File: src/rtl/if_restart_arbiter.sv
// if_restart_arbiter
// Restart arbiter and redirect sequencer for the instruction-fetch stage.
// Four restart sources are ranked by fixed priority:
// must_flush > invalid_prediction > invalid_instruction > is_return_in.
// The winning request is held while the icache is blocked on a miss. It is
// then offered to the PC generator as a single redirect.
//
// Handshake: restart_valid/restart_ready use strict valid/ready semantics.
// A redirect transfers on any rising edge where both are high. While
// restart_valid is high, restart_pc and restart_cause stay stable. The one
// exception is a must_flush, which overrides a held low-tier redirect or
// replaces the target of a held flush.
//
// Optional feature: define IF_RESTART_STATS_EN to add saturating per-cause
// handshake counters and a counter of requests seen while in HOLD.
// fsm_state exposes the FSM encoding (0 IDLE, 1 HOLD, 2 ISSUE) for checkers.
module if_restart_arbiter #(
  parameter int PC_BITS = 32,
  parameter int STAT_W  = 16
) (
  input  logic               clk,
  input  logic               rst,
  input  logic               must_flush,
  input  logic [PC_BITS-1:0] correct_address,
  input  logic               invalid_prediction,
  input  logic               invalid_instruction,
  input  logic               is_return_in,
  input  logic [PC_BITS-1:0] old_PC,
  input  logic [PC_BITS-1:0] ras_target,
  input  logic               icache_miss,
  output logic               restart_valid,
  input  logic               restart_ready,
  output logic [PC_BITS-1:0] restart_pc,
  output logic [1:0]         restart_cause,
  output logic               flush_fetch,
  output logic               btb_invalidate,
  output logic               multi_restart_err,
`ifdef IF_RESTART_STATS_EN
  output logic [STAT_W-1:0]  stat_flush,
  output logic [STAT_W-1:0]  stat_inv_pred,
  output logic [STAT_W-1:0]  stat_inv_instr,
  output logic [STAT_W-1:0]  stat_return,
  output logic [STAT_W-1:0]  stat_held,
`endif
  output logic [1:0]         fsm_state
);

  localparam logic [1:0] ST_IDLE  = 2'd0;
  localparam logic [1:0] ST_HOLD  = 2'd1;
  localparam logic [1:0] ST_ISSUE = 2'd2;

  localparam logic [1:0] CAUSE_FLUSH     = 2'd0;
  localparam logic [1:0] CAUSE_INV_PRED  = 2'd1;
  localparam logic [1:0] CAUSE_INV_INSTR = 2'd2;
  localparam logic [1:0] CAUSE_RETURN    = 2'd3;

  // Reject a zero-width statistics counter at elaboration time.
  if (STAT_W < 1) begin : g_bad_stat_w
    $error("STAT_W must be at least 1");
  end

  logic [1:0]         state;
  logic [1:0]         state_nx;
  logic [PC_BITS-1:0] pc_nx;
  logic [1:0]         cause_nx;
  logic               flush_nx;
  logic               btb_nx;

  logic               low_any;
  logic               any_req;
  logic [1:0]         low_cnt;
  logic               handshake;
  logic               can_accept;
  logic [PC_BITS-1:0] win_pc;
  logic [1:0]         win_cause;

  assign low_any   = invalid_prediction | invalid_instruction | is_return_in;
  assign any_req   = must_flush | low_any;
  assign low_cnt   = {1'b0, invalid_prediction} + {1'b0, invalid_instruction}
                   + {1'b0, is_return_in};
  assign handshake = restart_valid & restart_ready;
  // A request in the handshake cycle is a fresh request, exactly as from IDLE.
  // Any unused encoding also behaves as IDLE.
  assign can_accept = ((state != ST_HOLD) && (state != ST_ISSUE)) || handshake;
  assign fsm_state  = state;

  // Fixed-priority selection of this cycle's winning request.
  always_comb begin
    win_pc    = ras_target;
    win_cause = CAUSE_RETURN;
    if (must_flush) begin
      win_pc    = correct_address;
      win_cause = CAUSE_FLUSH;
    end else if (invalid_prediction) begin
      win_pc    = old_PC;
      win_cause = CAUSE_INV_PRED;
    end else if (invalid_instruction) begin
      win_pc    = old_PC;
      win_cause = CAUSE_INV_INSTR;
    end
  end

  // Next-state, held-request and pulse decode.
  always_comb begin
    state_nx = state;
    pc_nx    = restart_pc;
    cause_nx = restart_cause;
    flush_nx = 1'b0;
    btb_nx   = 1'b0;
    if (handshake) begin
      state_nx = ST_IDLE;
      btb_nx   = (restart_cause == CAUSE_INV_PRED);
    end
    if (can_accept) begin
      if (any_req) begin
        pc_nx    = win_pc;
        cause_nx = win_cause;
        flush_nx = 1'b1;
        state_nx = icache_miss ? ST_HOLD : ST_ISSUE;
      end
    end else begin
      // Something is held. Only a flush may displace it, because it belongs
      // to an older point in the pipeline. Later low-tier requests are dropped.
      if (must_flush) begin
        pc_nx    = correct_address;
        cause_nx = CAUSE_FLUSH;
        flush_nx = 1'b1;
      end
      if ((state == ST_HOLD) && !icache_miss) begin
        state_nx = ST_ISSUE;
      end
    end
  end

  // State and registered outputs.
  always_ff @(posedge clk) begin
    if (rst) begin
      state             <= ST_IDLE;
      restart_valid     <= 1'b0;
      restart_pc        <= '0;
      restart_cause     <= CAUSE_FLUSH;
      flush_fetch       <= 1'b0;
      btb_invalidate    <= 1'b0;
      multi_restart_err <= 1'b0;
    end else begin
      state          <= state_nx;
      restart_valid  <= (state_nx == ST_ISSUE);
      restart_pc     <= pc_nx;
      restart_cause  <= cause_nx;
      flush_fetch    <= flush_nx;
      btb_invalidate <= btb_nx;
      if (low_cnt >= 2'd2) begin
        multi_restart_err <= 1'b1;
      end
    end
  end

`ifdef IF_RESTART_STATS_EN
  // Saturating per-cause handshake counters and a HOLD-arrival counter.
  always_ff @(posedge clk) begin
    if (rst) begin
      stat_flush     <= '0;
      stat_inv_pred  <= '0;
      stat_inv_instr <= '0;
      stat_return    <= '0;
      stat_held      <= '0;
    end else begin
      if (handshake) begin
        case (restart_cause)
          CAUSE_FLUSH:     if (stat_flush != '1)     stat_flush     <= stat_flush + 1'b1;
          CAUSE_INV_PRED:  if (stat_inv_pred != '1)  stat_inv_pred  <= stat_inv_pred + 1'b1;
          CAUSE_INV_INSTR: if (stat_inv_instr != '1) stat_inv_instr <= stat_inv_instr + 1'b1;
          default:         if (stat_return != '1)    stat_return    <= stat_return + 1'b1;
        endcase
      end
      if ((state == ST_HOLD) && any_req && (stat_held != '1)) begin
        stat_held <= stat_held + 1'b1;
      end
    end
  end
`endif

endmodule

File: config.mk
export PLATFORM = sky130hd
export DESIGN_NAME = if_restart_arbiter
export DESIGN_NICKNAME = d
export VERILOG_FILES = /design/src/rtl/if_restart_arbiter.sv
export SDC_FILE = /design/constraint.sdc
export NUM_CORES = 1
export LEC_CHECK = 0
export BUFFER_PORTS_ARGS = -buffer_cell sky130_fd_sc_hd__buf_4
export CAP_MARGIN = 20
export CORE_ASPECT_RATIO = 0.9
export CORE_UTILIZATION = 42
export CTS_CLUSTER_DIAMETER = 30
export DETAILED_ROUTE_END_ITERATION = 16
export MAX_ROUTING_LAYER = met4
export PLACE_DENSITY_LB_ADDON = 0.25
export SYNTH_ARGS = -nofsm -noshare
export SYNTH_HDL_FRONTEND = slang
export SYNTH_SLANG_ARGS = --single-unit
File: constraint.sdc
create_clock -name clk -period 2.45 [get_ports clk]
set_clock_uncertainty 0.2 [all_clocks]
set_input_delay 0.735 -clock clk [delete_from_list [all_inputs] [get_ports clk]]
set_output_delay 0.735 -clock clk [all_outputs]
set_load 0.05 [all_outputs]
[Word-level counts from Yosys, hierarchy flattened]
Index checks and enable logic that the tools add are counted.
Operators by class
  equal/unequal tests: 6
  reductions and logical operators: 7
  $lt $le $gt $ge: 1
  $add $sub $neg: 2
  bitwise logic cells: 5
  multiplexer cells: 20
Operators by type and width (count)
  32-bit 2-to-1 mux: 6
  2-bit 2-to-1 mux: 10
  2-bit by 1-bit equality test with 1-bit output (second input constant): 2
  1-bit 2-to-1 mux: 4
  2-bit inequality test (second input constant): 2
  1-bit bitwise OR: 3
  1-bit by 1-bit adder with 2-bit output: 1
  2-bit by 1-bit adder with 2-bit output: 1
  2-bit equality test (second input constant): 1
  2-bit >= comparator (second input constant): 1
  1-bit logical AND: 2
  2-bit by 1-bit inequality test with 1-bit output (second input constant): 1
  2-bit AND reduction: 1
  2-bit nonzero test: 1
  2-bit OR reduction: 1
  1-bit bitwise AND: 1
  1-bit logical NOT: 1
  1-bit logical OR: 1
  1-bit NOT: 1
Word-level totals
  register bits after elaboration: 40
  logic and storage cells: 48

[Logic depth before layout (Yosys ltp)]
Gate-level depths: netlist (run 1).
  depth after elaboration: 6
  mapped depth: 9
  mapped depth without buffers: 6

[Least setup slack after synthesis (run 1)]
No wires, ideal clock.
  kind: register to register
  from: reg state[1], in the netlist fsm_state[1]
  to: reg restart_pc[3]
  library setup time: 0.071 ns
  cell stages (with the launch flop): 9
  required time: 2.179 ns
  arrival time: 2.024 ns
  path buffers: 2
  path slack: 0.156 ns
  cells stage by stage: dfxtp_1 -> inv_1 -> ha_1 -> a21o_1 -> buf_2 -> clkbuf_1 -> a21oi_1 -> a211o_1 -> a21oi_1
On the way
  cells in the longest elaborated chain, start to end: 5
  elaborated cells between the ends (all ways): 8
Ends and longest elaborated chain
  start: declaration: line 62  | logic [1:0] state;
  start signal: assignment: line 146  | state <= state_nx;
  2-bit by 1-bit inequality test with 1-bit output or 2-bit inequality test (tied branches): line 84  | assign can_accept = ((state != ST_HOLD) && (state != ST_ISSUE)) || handshake;
  1-bit logical AND (*): line 84
  1-bit logical OR (*): line 84
  2-bit inequality test (no source line) or 2-bit nonzero test (tied branches)
  2-bit AND reduction (no source line)
  end signal: assignment: line 148  | restart_pc <= pc_nx;
  end: declaration: line 33  | output logic [PC_BITS-1:0] restart_pc,
Every way passes the cells marked *; elsewhere a longest branch is shown, timed or not.
A chain may end at the register's enable or synchronous reset.

[Final worst setup path (run 1)]
  from: reg state[1], in the netlist fsm_state[1]
  to: reg restart_pc[1]
The elaborated chain is that of the path after synthesis.

==> impl_summary.md, run 1 <==
Global routing
The first global-routing pass estimated 10700 um of wire. The overall track demand over capacity in global routing is 24.7%. The number of global-route vias before repair came to 2403. The maximum number of pins on one net before global-route repair is 41. The number of antenna violations at the first check in global routing is 0. Summed over all layers, the global routing overflow is 0.

Placement
Once placement completed, the tool counted placed cells totaling 454. The congestion estimate from routability-driven global placement came to 0.785. Once detailed placement completed, the half-perimeter wirelength came to 4990 um. The area of placed instances is 3340 um2.

The number of buffers added on ports is 143.

Setup path
The data arrival at the endpoint of the critical path is 2.03 ns. In this run the worst path has a maximum fanout of 16. The kind of launch point of the worst setup path is a register. STA puts the critical path data required time at 2.46 ns. The endpoint class of the critical path is a register. The startpoint-to-endpoint class of the critical path is reg -> reg.

Floorplan
The number of placement rows is 24. The die is 70.9 um tall. The floorplan die width is 78.5 um. The floorplan step defined a die boundary enclosing 5560 um2. For this configuration, the core starts out at a cell density of 44.7%.

The placeable core region is 4950 um2. 144 I/O pins were placed.

Cells and area
The net count of the finished layout is 502. Leaving out fill and tap cells, the most frequent cells in the layout are buf_4 (151), a21oi_1 (65), dfxtp_1 (40). The fraction of layout cells with a size suffix above 1 is 41.6%. The area overhead of the layout relative to synthesis is 56.6%. The antenna diode count is 0.

After routing the design area is 3470 um2. The final standard cell utilization of the core is 70.0%. Excluding fillers, the count of instances in the completed layout stands at 462. The library cell used most frequently in the layout, excluding fill and tap cells, is buf_4.

Drt
The routed wirelength normalized by instance count is 14.4 um. The first detailed-routing pass ran for 4 iterations. The detail route stage leaves a number of antenna-violating nets equal to 0. For this block, the routed nets add up to 6670 um of wire. The starting DRC count in detailed routing is 102.

Using the TritonRoute via totals, the vias-per-cell ratio works out to 5.39. The routed layout has 2492 vias. After detailed routing, the number of remaining DRC violations is 0.

STA
The slew at the pin closest to its max-slew limit is 0.445 ns. Setup repair after global routing left no endpoint under its margin. The final critical path takes up 82.5% of the cycle.

The number of max-slew violations in the final report is 0. The clock period could shrink to 2.02 ns. Summed over all failing endpoints, the final setup total negative slack is 0 ns.

The maximum clock frequency is 495 MHz. The final hold violation count is 0. The relative slew slack is 70.0%. Setup violations remaining at the end of the flow were counted as 0.

CTS
The master cell of the clock root buffer is clkbuf_8. Clock-pin slew was measured on the worst setup and hold paths at 0.07 ns. The number of gates resized after cts is 0. The hold buffer count at cts is 0. The post-CTS repair timing setup buffer count is 0.

In this run, CTS created clock tree buffers numbering 5. The CTS tree is yes. The clock passes through at most 2 buffers.

The H-tree depth reported by CTS is 2. At the later pin of the worst-skew pair, clock insertion delay measures 0.28 ns. Counting every sink on the clock net gives 40.

Synth
The register bit total from synthesis is 40. The combined area of all synthesized cells is 2210 um2. The cell count after synthesis is 260. The distinct cell type count after synthesis is 32. The number of nets in the synthesized netlist is 366. The total of warnings raised by yosys is 0. After synthesis, flip-flops and latches occupy 36.2% of the total area.

The average instance in the mapped netlist occupies 8.51 um2.

Min path
The worst hold-check path type is reg -> reg.

Power and ir drop
The worst-case IR drop observed on VDD is 0.530 mV. The areal power density over the cells is 1060 nW/um2. Summed over all cells, the static leakage comes to 1.66 nW. After layout, the design draws a total of 3.66 mW.

Status
The run finished with clean final reports.

Flow run
Max-cap violations in this run came to 0.
-- through the flow --
stage / hold slack (ns) / setup WS (ns)
final: 0.258 / 0.428
after CTS: 0.259 / 0.440
after floorplan: 0.471 / 0.156
after global routing: 0.275 / 0.325
after detailed placement: 0.248 / 0.146
after global placement: 0.242 / 0.187
-- worst max-delay path, stage by stage, from the launching register on --
cell	delay, ns
dfxtp_1	0.39
inv_1	0.06
ha_1	0.33
a21o_1	0.19
buf_4	0.25
a21oi_1	0.10
a211o_1	0.27
a21oi_1	0.15
-- area by class of cell --
cell class                 count  area (um2)
clock buffer                   7        96.3
clock inverter                 1        30.0
fill                         397        1490
inverter                       4        15.0
multi-input combinational    192        1270
sequential                    40         801
tap                           65        81.3
timing repair buffer         153        1170
-- flip-flops by register name, indices dropped and copies added (netlist names) --
name / count
btb_invalidate: 1
fsm_state: 2
flush_fetch: 1
multi_restart_err: 1
restart_cause: 2
restart_valid: 1
restart_pc: 32
-- cell families after synthesis --
family	count (synthesis)	share of synthesized area [%]
buffers and inverters	28	7.12
muxes	31	14.0
adders and majority gates	2	1.13
DFF	40	36.2
AOI/OAI and AO/OA	108	31.2
and+or+nand+nor	51	10.3
-- Yosys cell counts --
cell / instances / area (um2)
nor2_1: 6 / 22.5
or4_4: 1 / 11.3
nand3b_1: 1 / 7.51
clkbuf_1: 13 / 48.8
a31oi_1: 1 / 6.26
nor2b_1: 2 / 12.5
o41a_1: 1 / 11.3
dfxtp_1: 40 / 801
nand2_1: 32 / 120
o211ai_1: 2 / 15.0
nor4_1: 3 / 18.8
buf_4: 3 / 22.5
nor4b_1: 1 / 8.76
ha_1: 2 / 25.0
a211oi_1: 1 / 7.51
o21a_1: 1 / 7.51
a21o_1: 1 / 7.51
a32oi_1: 1 / 8.76
nor2_2: 1 / 6.26
nand2b_1: 1 / 6.26
a211o_1: 31 / 272
nor3_1: 2 / 10.0
a221oi_1: 1 / 8.76
o21bai_1: 1 / 7.51
a21oi_1: 65 / 325
o21ai_0: 1 / 5.00
mux2i_1: 31 / 310
inv_1: 4 / 15.0
buf_2: 3 / 15.0
o21ai_2: 1 / 8.76
buf_6: 5 / 56.3
nand3_1: 1 / 5.00
-- report_power, final --
group          internal, mW  total, mW  leakage [nW]  switching, mW
clock network         0.359      0.577        0.0645          0.218
logic                 0.785       2.13          1.26           1.35
registers             0.840      0.950         0.332          0.110
-- final timing paths --
path / end / cells after the start / start / slack [ns]
worst max-delay path: restart_pc[1] / 7 / fsm_state[1] / 0.43
worst min-delay path: restart_pc[10] / 2 / restart_pc[10] / 0.26
worst max register to register: restart_pc[1] / 7 / fsm_state[1] / 0.43
worst min register to register: restart_pc[10] / 2 / restart_pc[10] / 0.26
-- per-layer routing --
| metal | track usage, % | up-vias | wire length, um |
|---|---|---|---|
| li1 | - | 1224 | - |
| met1 | 30.2 | 1141 | 2680 |
| met2 | 40.8 | 118 | 3320 |
| met3 | 5.03 | 9 | 597 |
| met4 | 7.41 | 0 | 68 |
| met5 | - | - | 0 |
(Power assumes the default switching activity.)
==> run 2: changes to the inputs <==
- ABC_AREA: default -> 1
- CORE_UTILIZATION: 42 -> 46
- clock period: 2.45 -> 1.9 ns (I/O delays scaled with it)
==> impl_summary.md, run 2 <==
Status
The flow ran to the end, and the final reports show no timing, DRC or antenna violations.

Global routing
The overall track demand over capacity in global routing is 24.7% (+0.030 points). The number of global-route vias before repair came to 2801 (+17%). The first-pass GRT wire length is 12100 um (+14%).

The remaining global-route overflow came to 0 (unchanged). The number of antenna violations at the first check in global routing is 0 (unchanged). The maximum number of pins on one net before global-route repair is 38 (-7.3%).

Synth
Ranked by instance count, the synthesized netlist is headed by nand2_1 (172), inv_1 (71), dfxtp_1 (40). The total of warnings raised by yosys is 0 (unchanged). The average size of a mapped cell is 6.26 um2 (-26%).

The register bit total from synthesis is 40 (unchanged). The distinct cell type count after synthesis was 23 (-28%). In the post-synthesis netlist, the biggest area contributors are dfxtp_1 (30%), nand2_1 (24%), nand3_2 (11%). The area fraction of the dominant cell type after synthesis came to 29.5% (-6.6 points).

The net count after synthesis is 539 (+47%). dfxtp_1 takes more of the synthesized area than any other cell. The proportion of synthesized chip area in sequential cells came to 29.5% (-6.6 points). The async set or reset register ratio after synthesis is 0% (unchanged).

The combined area of all synthesized cells is 2710 um2 (+22%). The number of synthesized flops with an enable pin is 0 (unchanged). The leading register cell type out of synthesis is dfxtp_1. nand2_1 is the most common cell in the netlist. The cell count after synthesis was 433 (+67%).

Cells and area
The fraction of layout cells with a size suffix above 1 came to 36.2% (-5.4 points). Ranked by flip-flop count, first place goes to restart_pc. The area overhead of the layout relative to synthesis is 46.1%.

The flip-flop count of the largest register, all copies and words added is 32 (unchanged). The count of fill cells added during filler insertion is 532 (+34%). The antenna diode count came to 0 (unchanged).

The number of nets in the layout is 680 (+35%). The library cells used most frequently in the layout, excluding fill and tap cells, are nand2_1 (172), buf_4 (157), inv_1 (70). The most common cell after layout, fill and taps aside is nand2_1.

Min path
The worst hold-check path type is reg -> reg. In this run the most critical hold path is launched from restart_cause[1].

STA
The final hold violation count came to 0 (unchanged). The share of the cycle needed by the critical path after routing is 95.2% (+13 points). The minimum clock period was 1.81 ns (-0.214 ns). The maximum clock frequency was 553 MHz (+12%). The worst hold margin is 0.270 ns (+0.0119 ns). The relative slew slack is 73.4% (+3.4 points). The slew at the pin closest to its max-slew limit is 0.399 ns (-0.0462 ns). The total setup violations reported at the end of the flow is 0 (unchanged). The number of max-slew violations in the final report came to 0 (unchanged).

Drt
The final wirelength was 7400 um (+11%). The routed wirelength normalized by instance count is 11.5 um (-21%). The vias after detailed routing is 3085 (+24%). The remaining design rule violation count was 0 (unchanged). The total iterations of the first detailed-routing run is 5 (+1).

The number of nets with antenna violations after routing came to 0 (unchanged). The starting DRC count in detailed routing is 61 (-40%). The per-cell via count in the routed design is 4.78 (-11%).

Setup path
The source of the worst register-to-register timing path is fsm_state[1]. The kind of cell with the highest combined delay on the critical path is buffers and inverters. The cell seen most often among critical-path stages is inv_1. The data arrival at the endpoint of the critical path is 1.80 ns (-0.23 ns). STA classifies the critical path startpoint as a register. The data required time of the worst path is 1.89 ns (-0.57 ns).

The worst-case reg-to-reg path depth is 10 (+3). The end point of the critical path is restart_pc[27]. The flop-to-flop setup slack was 0.09 ns (-0.34 ns). STA classifies the critical path endpoint as a register. The start point of the critical path is fsm_state[1].

The number of buffer and inverter stages on the critical path is 5 (+3). The delay of the slowest cell on the worst path was 0.36 ns (-0.03 ns). The startpoint-to-endpoint class of the critical path is reg -> reg. The path length in cells of the critical path came to 10 (+3). Traced cell by cell, the critical path runs through inv_1, ha_1, inv_2, nand2_4, o21ai_4, buf_6, buf_12, a21oi_1, nand2_1, inv_1. In this run the critical register-to-register path is captured at restart_pc[27]. The cell with the largest stage delay on the worst path is dfxtp_4. The maximum net fanout on the critical path is 16 (unchanged).

Power and ir drop
The leakage dissipation was 2.34 nW (+41%). The switching part of the total power is 51.9% (+6.1 points). The areal power density over the cells is 1410 nW/um2 (+33%). The combinational fraction of design power was 65.3% (+7.0 points). The power after layout came to 5.58 mW (+52%). The share of total power in the clock network came to 10.4% (-5.4 points). The worst vdd rail ir drop is 1.13 mV (+110%). The cell internal power dissipation is 2.68 mW (+35%). The switching power total is 2.89 mW (+73%). The register share of total power is 24.3% (-1.6 points).

CTS
The TritonCTS buffer count came to 5 (unchanged). The H-tree depth reported by CTS came to 2 (unchanged). The sink count of the clock tree is 40 (unchanged). The number of buffers on the longest clock path is 2 (unchanged). The clock-pin slew on the worst setup and hold paths is 0.08 ns (about the same). The later-pin clock latency in the skew report was 0.30 ns (+0.02 ns). The CTS tree is yes. The master cell of the clock root buffer is clkbuf_8.

Placement
The number of buffers added on ports is 143 (unchanged). The global placement routability congestion is 0.772 (-1.7%). The half-perimeter wire length after placement was 5660 um (+14%).

Floorplan
The effective utilization at floorplan is 47.6% (+3.0 points). The floorplan die width is 82.9 um (+5.6%). The number of top-level design ports is 144 (unchanged). The die outline area was 6210 um2 (+12%). The die span in y is 74.8 um (+5.6%).

The number of placement rows is 26 (+8.3%). The placeable core region is 5690 um2 (+15%).

Flow run
The count of maximum capacitance violations is 0 (unchanged).
[run 2: changes by cell type after synthesis, moves of 4 or more]
cell | previous run | this run
a211o_1 | 31 | 0
a21oi_1 | 65 | 35
buf_2 | 3 | 7
inv_1 | 4 | 71
mux2i_1 | 31 | 0
nand2_1 | 32 | 172
nand3_1 | 1 | 7
nand3_2 | 0 | 29
o21ai_0 | 1 | 32
[run 2: repair_timing]
action / 4_1_cts / 5_1_grt
buffers inserted: 0 / 2
hold buffers: 0 / 0
resized for setup: 0 / 7
endpoints found under the setup margin: 0 / 34
[run 2: worst min-delay path by stage]
stage,end,slack (ns),cells past startpoint
after floorplan,restart_cause[1],0.49,2
after global placement,btb_invalidate,0.27,1
after detailed placement,btb_invalidate,0.25,1
after CTS,btb_invalidate,0.27,1
after global routing,btb_invalidate,0.29,1
final,btb_invalidate,0.27,1
[run 2: area by class of cell]
cell class,count,area (um2),area share (%)
timing repair buffer,160,1230,31.0
multi-input combinational,294,1460,36.7
clock buffer,6,82.6,2.08
inverter,73,290,7.33
sequential,40,806,20.3
clock inverter,2,10.0,0.253
tap,70,87.6,2.21
[run 2: metal layers]
metal | global-route usage, % | wire (um) | vias up
met5 | - | 0 | -
met4 | 6.70 | 55 | 0
li1 | - | - | 1603
met2 | 43.6 | 3600 | 122
met1 | 29.1 | 3220 | 1353
met3 | 5.15 | 523 | 7
[run 2: worst register-to-register path: stages (launching register included)]
cell	delay [ns]
dfxtp_4	0.36
inv_1	0.05
ha_1	0.28
inv_2	0.08
nand2_4	0.08
o21ai_4	0.14
buf_6	0.17
buf_12	0.15
a21oi_1	0.07
nand2_1	0.08
inv_1	0.03
[run 2: through the flow]
step / worst slack [ns] / instance area [um2] / utilization, % / TNS (ns) / std cells
global route: -0.00193 / 3960 / 69.6 / -0.00193 / 645
floorplan: 0.0257 / 2720 / - / 0 / 433
detailed placement: 0.0192 / 3830 / 67.3 / 0 / 635
finish: 0.0921 / 3960 / 69.6 / 0 / 645
CTS: 0.0272 / 3920 / 68.9 / 0 / 643
global placement: 0.0523 / 3830 / 67.3 / 0 / 635
[run 2: kinds of logic after synthesis]
| logic type | count (synthesis) | synth area share [%] |
|---|---|---|
| and+or+nand+nor | 223 | 39.2 |
| AOI/OAI and AO/OA | 69 | 13.2 |
| buffers and inverters | 99 | 17.2 |
| adders and majority gates | 2 | 0.923 |
| DFF | 40 | 29.5 |
[run 2: power groups by stage]
stage	Combinational [mW]	Clock, mW	Sequential [mW]
after global placement	3.51	0	1.36
final	3.64	0.580	1.35
after floorplan	1.52	0	2.48
after global routing	3.95	0.628	1.38
after CTS	3.57	0.598	1.36
after detailed placement	3.57	0	1.37
